File: src/rtl/colors_to_bytes_pkg.sv
// Shared widths and types for the color-to-byte unpacker on the receive path.
// Two 12-bit colors carry exactly three bytes.
package colors_to_bytes_pkg;

    localparam int unsigned BYTE_LEN  = 8;
    localparam int unsigned COLOR_LEN = 12;
    localparam int unsigned NIB_LEN   = COLOR_LEN - BYTE_LEN;

    typedef logic [BYTE_LEN-1:0]  byte_t;
    typedef logic [COLOR_LEN-1:0] color_t;
    typedef logic [NIB_LEN-1:0]   nib_t;

    // PhaseHead: next color starts a byte triple; PhaseTail: a nibble is held.
    typedef enum logic {
        PhaseHead = 1'b0,
        PhaseTail = 1'b1
    } phase_e;

    function automatic int unsigned clog2(input int unsigned value);
        int unsigned res;
        res = 0;
        while ((32'd1 << res) < value) begin
            res = res + 1;
        end
        return res;
    endfunction

endpackage

File: src/rtl/colors_to_bytes_if.sv
// Color-in / byte-out stream bundle. The source side (master) drives colors and
// end-of-stream; the unpacker (slave) returns paced bytes and status.
interface colors_to_bytes_if;
    import colors_to_bytes_pkg::*;

    logic   inclk;
    color_t in;
    logic   done_in;
    byte_t  out;
    logic   outclk;
    logic   idle;
    logic   overflow;
    logic   done_out;

    modport master (
        output inclk,
        output in,
        output done_in,
        input  out,
        input  outclk,
        input  idle,
        input  overflow,
        input  done_out
    );

    modport slave (
        input  inclk,
        input  in,
        input  done_in,
        output out,
        output outclk,
        output idle,
        output overflow,
        output done_out
    );

endinterface

File: src/rtl/colors_to_bytes_byte_queue2.sv
// Byte FIFO taking up to two pushes and one pop per cycle. Bytes that do not fit
// are dropped (later push first) and a sticky overflow flag is raised.
module colors_to_bytes_byte_queue2 import colors_to_bytes_pkg::*; #(
    parameter int unsigned Depth = 4,
    localparam int unsigned PtrW = clog2(Depth),
    localparam int unsigned CntW = PtrW + 1
) (
    input  logic            clk,
    input  logic            reset,
    input  logic            push0_i,
    input  byte_t           data0_i,
    input  logic            push1_i,
    input  byte_t           data1_i,
    input  logic            pop_i,
    output byte_t           head_o,
    output logic [CntW-1:0] count_o,
    output logic            overflow_o
);

    byte_t           mem_q [Depth];
    logic [PtrW-1:0] wr_q;
    logic [PtrW-1:0] rd_q;
    logic [CntW-1:0] cnt_q;
    logic            ovf_q;

    logic            pop;
    logic [CntW-1:0] room;
    logic [CntW-1:0] room1;
    logic            acc0;
    logic            acc1;
    logic            drop;
    logic [PtrW-1:0] idx1;

    // The pop frees its slot before this cycle's pushes are placed.
    always_comb begin
        pop   = pop_i && (cnt_q != '0);
        room  = CntW'(Depth) - cnt_q + CntW'(pop);
        acc0  = push0_i && (room != '0);
        room1 = room - CntW'(acc0);
        acc1  = push1_i && (room1 != '0);
        idx1  = wr_q + PtrW'(acc0);
        drop  = (push0_i && !acc0) || (push1_i && !acc1);
    end

    always_ff @(posedge clk) begin
        if (acc0) begin
            mem_q[wr_q] <= data0_i;
        end
        if (acc1) begin
            mem_q[idx1] <= data1_i;
        end
    end

    always_ff @(posedge clk) begin
        if (reset) begin
            wr_q  <= '0;
            rd_q  <= '0;
            cnt_q <= '0;
            ovf_q <= 1'b0;
        end else begin
            wr_q  <= wr_q + PtrW'(acc0) + PtrW'(acc1);
            rd_q  <= rd_q + PtrW'(pop);
            cnt_q <= cnt_q - CntW'(pop) + CntW'(acc0) + CntW'(acc1);
            if (drop) begin
                ovf_q <= 1'b1;
            end
        end
    end

    assign head_o     = mem_q[rd_q];
    assign count_o    = cnt_q;
    assign overflow_o = ovf_q;

endmodule

File: src/rtl/colors_to_bytes.sv
// Unpacks 12-bit colors into bytes (two colors -> three bytes), queues them and
// paces them out at most one per OUT_GAP cycles; forwards end-of-stream.
module colors_to_bytes import colors_to_bytes_pkg::*; #(
    parameter int unsigned OUT_GAP     = 4,
    parameter int unsigned QUEUE_DEPTH = 4
) (
    input logic              clk,
    input logic              reset,
    colors_to_bytes_if.slave bus_io
);

    localparam int unsigned     GapW   = (OUT_GAP > 1) ? clog2(OUT_GAP) : 1;
    localparam logic [GapW-1:0] GapMax = GapW'(OUT_GAP - 1);
    localparam int unsigned     CntW   = clog2(QUEUE_DEPTH) + 1;

    phase_e          phase_q;
    phase_e          phase_d;
    nib_t            nib_q;
    nib_t            nib_d;
    logic [GapW-1:0] gap_q;
    byte_t           out_q;
    logic            outclk_q;
    logic            done_pend_q;
    logic            done_out_q;

    logic            push0;
    logic            push1;
    byte_t           data0;
    byte_t           data1;
    logic            pop;
    logic            fire;
    byte_t           q_head;
    logic [CntW-1:0] q_count;
    logic            q_ovf;

    always_comb begin
        phase_d = phase_q;
        nib_d   = nib_q;
        push0   = 1'b0;
        push1   = 1'b0;
        data0   = '0;
        data1   = '0;
        if (bus_io.inclk) begin
            push0 = 1'b1;
            if (phase_q == PhaseHead) begin
                data0   = bus_io.in[COLOR_LEN-1 -: BYTE_LEN];
                nib_d   = bus_io.in[NIB_LEN-1:0];
                phase_d = PhaseTail;
            end else begin
                data0   = {nib_q, bus_io.in[COLOR_LEN-1 -: NIB_LEN]};
                push1   = 1'b1;
                data1   = bus_io.in[BYTE_LEN-1:0];
                phase_d = PhaseHead;
            end
        end
        // Flush sees the phase after this cycle's color; it takes the next free push slot.
        if (bus_io.done_in && (phase_d == PhaseTail)) begin
            phase_d = PhaseHead;
            if (push0) begin
                push1 = 1'b1;
                data1 = {nib_d, {NIB_LEN{1'b0}}};
            end else begin
                push0 = 1'b1;
                data0 = {nib_d, {NIB_LEN{1'b0}}};
            end
        end
    end

    always_comb begin
        pop  = (q_count != '0) && (gap_q == GapMax);
        fire = done_pend_q && (q_count == '0) && !pop;
    end

    colors_to_bytes_byte_queue2 #(
        .Depth(QUEUE_DEPTH)
    ) u_queue (
        .clk       (clk),
        .reset     (reset),
        .push0_i   (push0),
        .data0_i   (data0),
        .push1_i   (push1),
        .data1_i   (data1),
        .pop_i     (pop),
        .head_o    (q_head),
        .count_o   (q_count),
        .overflow_o(q_ovf)
    );

    always_ff @(posedge clk) begin
        if (reset) begin
            phase_q     <= PhaseHead;
            nib_q       <= '0;
            gap_q       <= GapMax;
            out_q       <= '0;
            outclk_q    <= 1'b0;
            done_pend_q <= 1'b0;
            done_out_q  <= 1'b0;
        end else begin
            phase_q  <= phase_d;
            nib_q    <= nib_d;
            outclk_q <= pop;
            if (pop) begin
                out_q <= q_head;
                gap_q <= '0;
            end else if (gap_q != GapMax) begin
                gap_q <= gap_q + GapW'(1);
            end
            done_pend_q <= fire ? 1'b0 : (done_pend_q | bus_io.done_in);
            done_out_q  <= fire;
        end
    end

    assign bus_io.out      = out_q;
    assign bus_io.outclk   = outclk_q;
    assign bus_io.idle     = (q_count == '0) && (phase_q == PhaseHead);
    assign bus_io.overflow = q_ovf;
    assign bus_io.done_out = done_out_q;

endmodule

File: src/flat_wrapper.sv
// flat-port wrapper written by rule: the top's interface ports become plain ports
module colors_to_bytes_flat import colors_to_bytes_pkg::*;
#(
    parameter int unsigned OUT_GAP     = 4,
    parameter int unsigned QUEUE_DEPTH = 4
)
  (clk, reset, bus_io_inclk, bus_io_in, bus_io_done_in, bus_io_out, bus_io_outclk, bus_io_idle, bus_io_overflow, bus_io_done_out);
  colors_to_bytes_if bus_io_i ();
  input logic clk;
  input logic reset;
  input wire logic [$bits(bus_io_i.inclk)-1:0] bus_io_inclk;
  input wire logic [$bits(bus_io_i.in)-1:0] bus_io_in;
  input wire logic [$bits(bus_io_i.done_in)-1:0] bus_io_done_in;
  output wire logic [$bits(bus_io_i.out)-1:0] bus_io_out;
  output wire logic [$bits(bus_io_i.outclk)-1:0] bus_io_outclk;
  output wire logic [$bits(bus_io_i.idle)-1:0] bus_io_idle;
  output wire logic [$bits(bus_io_i.overflow)-1:0] bus_io_overflow;
  output wire logic [$bits(bus_io_i.done_out)-1:0] bus_io_done_out;
  assign bus_io_i.inclk = bus_io_inclk;
  assign bus_io_i.in = bus_io_in;
  assign bus_io_i.done_in = bus_io_done_in;
  assign bus_io_out = bus_io_i.out;
  assign bus_io_outclk = bus_io_i.outclk;
  assign bus_io_idle = bus_io_i.idle;
  assign bus_io_overflow = bus_io_i.overflow;
  assign bus_io_done_out = bus_io_i.done_out;
  colors_to_bytes #(.OUT_GAP(OUT_GAP), .QUEUE_DEPTH(QUEUE_DEPTH)) u_core (.clk(clk), .reset(reset), .bus_io(bus_io_i));
endmodule
File: config.mk
export PLATFORM = sky130hd
export DESIGN_NAME = colors_to_bytes_flat
export DESIGN_NICKNAME = d
export VERILOG_FILES = /design/src/rtl/colors_to_bytes_pkg.sv /design/src/rtl/colors_to_bytes_if.sv /design/src/rtl/colors_to_bytes_byte_queue2.sv /design/src/rtl/colors_to_bytes.sv /design/src/flat_wrapper.sv
export SDC_FILE = /design/constraint.sdc
export NUM_CORES = 1
export LEC_CHECK = 0
export BUFFER_PORTS_ARGS = -buffer_cell sky130_fd_sc_hd__buf_4
export CORE_ASPECT_RATIO = 0.8
export CORE_MARGIN = 5
export CORE_UTILIZATION = 48
export DETAILED_ROUTE_END_ITERATION = 12
export GPL_TIMING_DRIVEN = 0
export PLACE_DENSITY = 0.71
export SLEW_MARGIN = 20
export SYNTH_ARGS = -nofsm -noshare
export SYNTH_HDL_FRONTEND = slang
export SYNTH_SLANG_ARGS = --single-unit
File: constraint.sdc
create_clock -name clk -period 5.3 [get_ports clk]
set_input_delay 0.795 -clock clk [delete_from_list [all_inputs] [get_ports clk]]
set_output_delay 0.795 -clock clk [all_outputs]
set_load 0.1 [all_outputs]
# After elaboration in Yosys (flattened, before gate mapping)
# Memories as Yosys holds them, arrays and structs flattened. A register that Yosys moved wholly into a read port is not among the register bits.
# Index checks and enable logic that the tools add are counted.
# Widths: inputs -> output; s select.
word_totals:
  inputBits: 16
  mem_bits_rw: 32
  out_inout_bits: 12
  memories: 1
  ff_bits: 18
classes:
  eq_ne: 2
  addsub: 10
  n_reduce_logical: 21
  mux: 24
  bitwise: 2
memory_table:
  columns: ["name", "depth", "width", "rd", "rd_clocked_by_memory_dff", "wr", "line_no", "text"]
  rows:
  - ["u_core.u_queue.mem_q", 4, 8, 1, 1, 2, "colors_to_bytes_byte_queue2.sv:20", "byte_t mem_q [Depth];"]
ops:
  columns: ["op", "n"]
  rows:
  - ["$mux 8", 8]
  - ["$mux 1", 12]
  - ["$logic_and 1x1->1", 10]
  - ["$add 3x1->3", 3]
  - ["$reduce_bool 3->1", 3]
  - ["$mux 4", 2]
  - ["$add 2x1->2", 3]
  - ["$sub 3x1->3", 2]
  - ["$mux 2", 2]
  - ["$reduce_or 2->1", 2]
  - ["$logic_not 1->1", 3]
  - ["$logic_not 3->1", 1]
  - ["$sub 3x3->3 const A", 1]
  - ["$add 2x1->2 const B", 1]
  - ["$eq 2x2->1 const B", 1]
  - ["$ne 2x2->1 const B", 1]
  - ["$reduce_bool 2->1", 1]
  - ["$logic_or 1x1->1", 1]
  - ["$not 1->1", 1]
  - ["$or 1x1->1", 1]

# Logic depth before layout (Yosys ltp)
depth:
  depth_word: 12
  ltp_mapped: 18

# By module
# Synthesis repeated with hierarchy kept, for this count alone.
unflattened:
  cells_unflattened: 281
  area_unflattened_um2: 3266.9
by_module_without_submodules:
  columns: ["module", "area_per_inst_um2", "n_inst", "cells_each", "seq_area_each_um2"]
  rows:
  - ["colors_to_bytes_byte_queue2", 2289.7, 1, 157, 1121.1]
  - ["colors_to_bytes", 977.2, 1, 124, 360.3]

# Least setup slack after synthesis
# No wires, ideal clock.
synth_path:
  path_type: "register -> register"
  startpoint: "register u_core.u_queue.cnt_q[2], in the netlist u_core.u_queue.count_o[2]"
  endpoint: "register u_core.u_queue.cnt_q[2], in the netlist u_core.u_queue.count_o[2]"
  setup_ns: 0.128
  synth_period_minus_slack_ns: 4.075
  arrival_ns: 3.947
  path_stages_with_launch: 19
  setup_slack_ns: 1.225
  t_required_ns: 5.172
  cell_sequence: "dfxtp_1 > or3_2 > nand2_1 > buf_2 > ha_1 > inv_1 > ha_1 > xor2_1 > o32ai_1 > inv_1 > ha_1 > xor3_2 > o21ai_4 > fa_1 > inv_1 > fa_1 > xnor2_1 > xnor2_1 > nor2_1"
synth_between:
  elab_chain_cells: 10
  elab_cells_between_ends: 13
  classes_between: "add/sub: 6; reduce/logical: 7"
synth_lines:
  columns: ["element", "line_no", "text"]
  rows:
  - ["from (decl)", "colors_to_bytes_byte_queue2.sv:23", "logic [CntW-1:0] cnt_q;"]
  - ["from (signal assigned)", "colors_to_bytes_byte_queue2.sv:63", "cnt_q <= cnt_q - CntW'(pop) + CntW'(acc0) + CntW'(acc1);"]
  - ["branches (longest 9 deep; another with $sub 3x3->3)", null, null]
  - ["$add 3x1->3 *", "colors_to_bytes_byte_queue2.sv:63", null]
# Every way passes the cells marked *.
# A chain may end at the register's enable or synchronous reset.

# Worst setup path in the final report
# Ends and elaborated chain as after synthesis.

==> metrics <==
outcome=finished clean; ANT cells=0; grt peak-use layer=met2; global-route wire length before repair=10.9 mm; CTS Root Cell=clkbuf_8; hold buffer count at CTS=0; relative slew slack=0.576; num ports=28; Layout area overhead=16.9%; Via-to-Cell Ratio=between 5 and 6; Post-Syn Instances=~270; Syn Nets=296; GR met2 Demand/Resource=0.286; clock buffer depth=2; Starting Density=0.485; Req. time, crit path=~5.5 ns; Vias=approximately 2.1k; power per cell area=between 500 and 600 nW/um2; Hold Path Class=register to register; PortBufs=27; CTS buffer count=9; Detail Route Antenna Nets=0; per-cell routed wire length=16.4 um; Pleak=about 1.5 nW; CP Launch Type=register; area of the core=~6300 um2; initial antenna violation count=0; H-tree depth=3; vias in the first global route=2126; Sum Neg Setup Slack=0 ns; CTS tree=done; nets@finish=around 340; clock skew=just over 0.006 ns; Critical Setup Path Class=register to register; worst-skew pair later-pin latency=about 0.34 ns; DIE AREA=approximately 8100 um2; sequential element share of the synthesized area=0.486; Tightest Pin Transition=between 0.6 and 0.7 ns; Slew Viols, Final=0; Die Wd=between 90 and 100 um; Post-route DRC=0; fmax=0.215 GHz; synth unique cells=40; crit path max fanout=10; dpl ws=0.617 ns; drt total wl=between 6 and 7 mm; CTS resizes=0; First-pass DRT Iterations=4; post-route minimum period=roughly 4.6 ns; final hold viol count=0; #FFs+latches synth=58; WHS=~0.45 ns; clock slew seen by the registers of the worst setup and hold paths=roughly 0.06 ns; Synth Warn #=0; post-CTS setup buffers=0; global route overflow=0; post-layout util=0.567; largest net degree at the start of global routing=11; max cap viols=0; DR iter-0 viols=approximately 110; fin crit share=0.876; die height=just over 80 um; met3 usage=0.0652; gr usage total=0.179; Post-Syn Area=3050 um2; Arrival @ worst endpoint=between 4 and 5 ns; unrepaired setup endpoints after global routing=no; Avg Inst Size Synth=11.3 um2; Final WS setup=0.655 ns; Site Rows=26; placer congestion estimate=between 0.8 and 0.9; share of layout cells above drive strength 1=0.227; Worst IR Drop VDD=roughly 0.40 mV; type of destination of the critical path=register; CTS sink cnt=between 50 and 60; Final setup viols=0; DP HPWL=4.68 mm; met1 Use GR=0.228
==> state kept, by name, summed over array words and instances, names as in the netlist <==
register,cells
u_core.gap_q,2
u_core.u_queue.mem_q,32
u_core.phase_q,1
u_core.done_pend_q,1
u_core.u_queue.wr_q,2
u_core.nib_q,4
u_core.bus_io.out,8
u_core.u_queue.count_o,3
u_core.bus_io.done_out,1
u_core.u_queue.overflow_o,1
u_core.bus_io.outclk,1
u_core.u_queue.rd_q,2
==> where the power goes <==
part	leakage [nW]	internal (mW)	switching (mW)	total, mW
combinational	0.849	0.362	0.669	1.03
sequential	0.516	0.641	0.0512	0.693
clock	0.103	0.228	0.177	0.405
==> path summary, 6_finish.rpt <==
check	from	depth (start not counted)	to	slack [ns]
setup / recovery	u_core.u_queue.count_o[2]	18	u_core.u_queue.count_o[2]	0.66
hold / removal	u_core.bus_io.out[2]	2	u_core.bus_io.out[2]	0.45
setup reg to reg	u_core.u_queue.count_o[2]	18	u_core.u_queue.count_o[2]	0.66
hold reg to reg	u_core.bus_io.out[2]	2	u_core.bus_io.out[2]	0.45
==> per-stage QoR <==
step           std cells  cell area [um2]  power, mW
2_1_floorplan        269             3050       1.51
3_3_place_gp         380             3350       1.70
3_5_place_dp         381             3370       1.75
4_1_cts              397             3560       2.15
5_1_grt              397             3560       2.27
6_report             397             3560       2.13
==> layout make-up <==
| class | count | area (um2) |
|---|---|---|
| Buffer | 16 | 86.3 |
| Timing Repair Buffer | 28 | 210 |
| Multi-Input combinational cell | 180 | 1430 |
| Inverter | 15 | 56.3 |
| Fill cell | 542 | 2720 |
| Tap cell | 84 | 105 |
| Clock buffer | 11 | 141 |
| Clock inverter | 5 | 53.8 |
| Sequential cell | 58 | 1480 |
==> cell families after synthesis <==
| kind of cell | after synthesis | share of synthesized area |
|---|---|---|
| AO/OA/AOI/OAI | 35 | 0.0706 |
| XOR/XNOR | 8 | 0.0283 |
| adder cells (fa/ha/maj) | 11 | 0.0501 |
| buffers and inverters | 31 | 0.0468 |
| flip-flops | 58 | 0.486 |
| multiplexers | 48 | 0.192 |
| AND/OR/NAND/NOR | 78 | 0.126 |
==> synth_stat cells (all sizes together) <==
| cell | count | area, um2 |
|---|---|---|
| a211oi | 2 | 15.0 |
| a21oi | 17 | 85.1 |
| a31o | 2 | 17.5 |
| and2 | 1 | 6.26 |
| and3 | 6 | 37.5 |
| buf | 6 | 47.5 |
| clkbuf | 10 | 38.8 |
| clkinv | 1 | 3.75 |
| dfxtp | 26 | 521 |
| edfxtp | 32 | 961 |
| fa | 2 | 40.0 |
| ha | 9 | 113 |
| inv | 14 | 52.6 |
| mux2 | 4 | 45.0 |
| mux2i | 36 | 360 |
| mux4 | 8 | 180 |
| nand2 | 33 | 124 |
| nand2b | 4 | 25.0 |
| nand3 | 4 | 20.0 |
| nor2 | 13 | 48.8 |
| nor2b | 4 | 25.0 |
| nor3 | 4 | 30.0 |
| nor3b | 5 | 37.5 |
| nor4 | 1 | 6.26 |
| o2111ai | 2 | 17.5 |
| o211ai | 1 | 7.51 |
| o21ai | 9 | 56.3 |
| o31ai | 1 | 7.51 |
| o32ai | 1 | 8.76 |
| or2 | 1 | 6.26 |
| or2b | 1 | 8.76 |
| or3 | 1 | 7.51 |
| xnor2 | 5 | 43.8 |
| xor2 | 2 | 17.5 |
| xor3 | 1 | 25.0 |
==> cells in the final DEF (no fill, tap or decap), types with 9 or more instances in the layout <==
cell type | netlist | layout
mux2i_1 | 36 | 36
nand2_1 | 33 | 33
edfxtp_1 | 32 | 32
buf_4 | 2 | 30
dfxtp_1 | 26 | 26
a21oi_1 | 17 | 17
inv_1 | 14 | 14
nor2_1 | 13 | 13
clkbuf_1 | 9 | 10
clkbuf_8 | 0 | 10
ha_1 | 9 | 9
==> worst max-delay path, cell delays in order (launching register included) <==
cell	delay (ns)
dfxtp_1	0.36
or3_2	0.50
nand2_1	0.10
buf_2	0.25
ha_1	0.19
inv_1	0.04
ha_1	0.20
xor2_1	0.17
o32ai_1	0.55
inv_1	0.20
ha_1	0.25
xor3_2	0.44
o21ai_4	0.24
fa_1	0.21
inv_1	0.05
fa_1	0.39
xnor2_1	0.18
xnor2_1	0.14
nor2_1	0.05
==> per-layer routing <==
layer / up-vias / share of wire / wire, um
met4: 0 / 0.015 / 101
met2: 55 / 0.47 / 3050
met3: 10 / 0.054 / 353
met5: - / 0 / 0
met1: 983 / 0.46 / 3020
li1: 1039 / - / -
No activity file was read; power rests on OpenSTA's default activity.
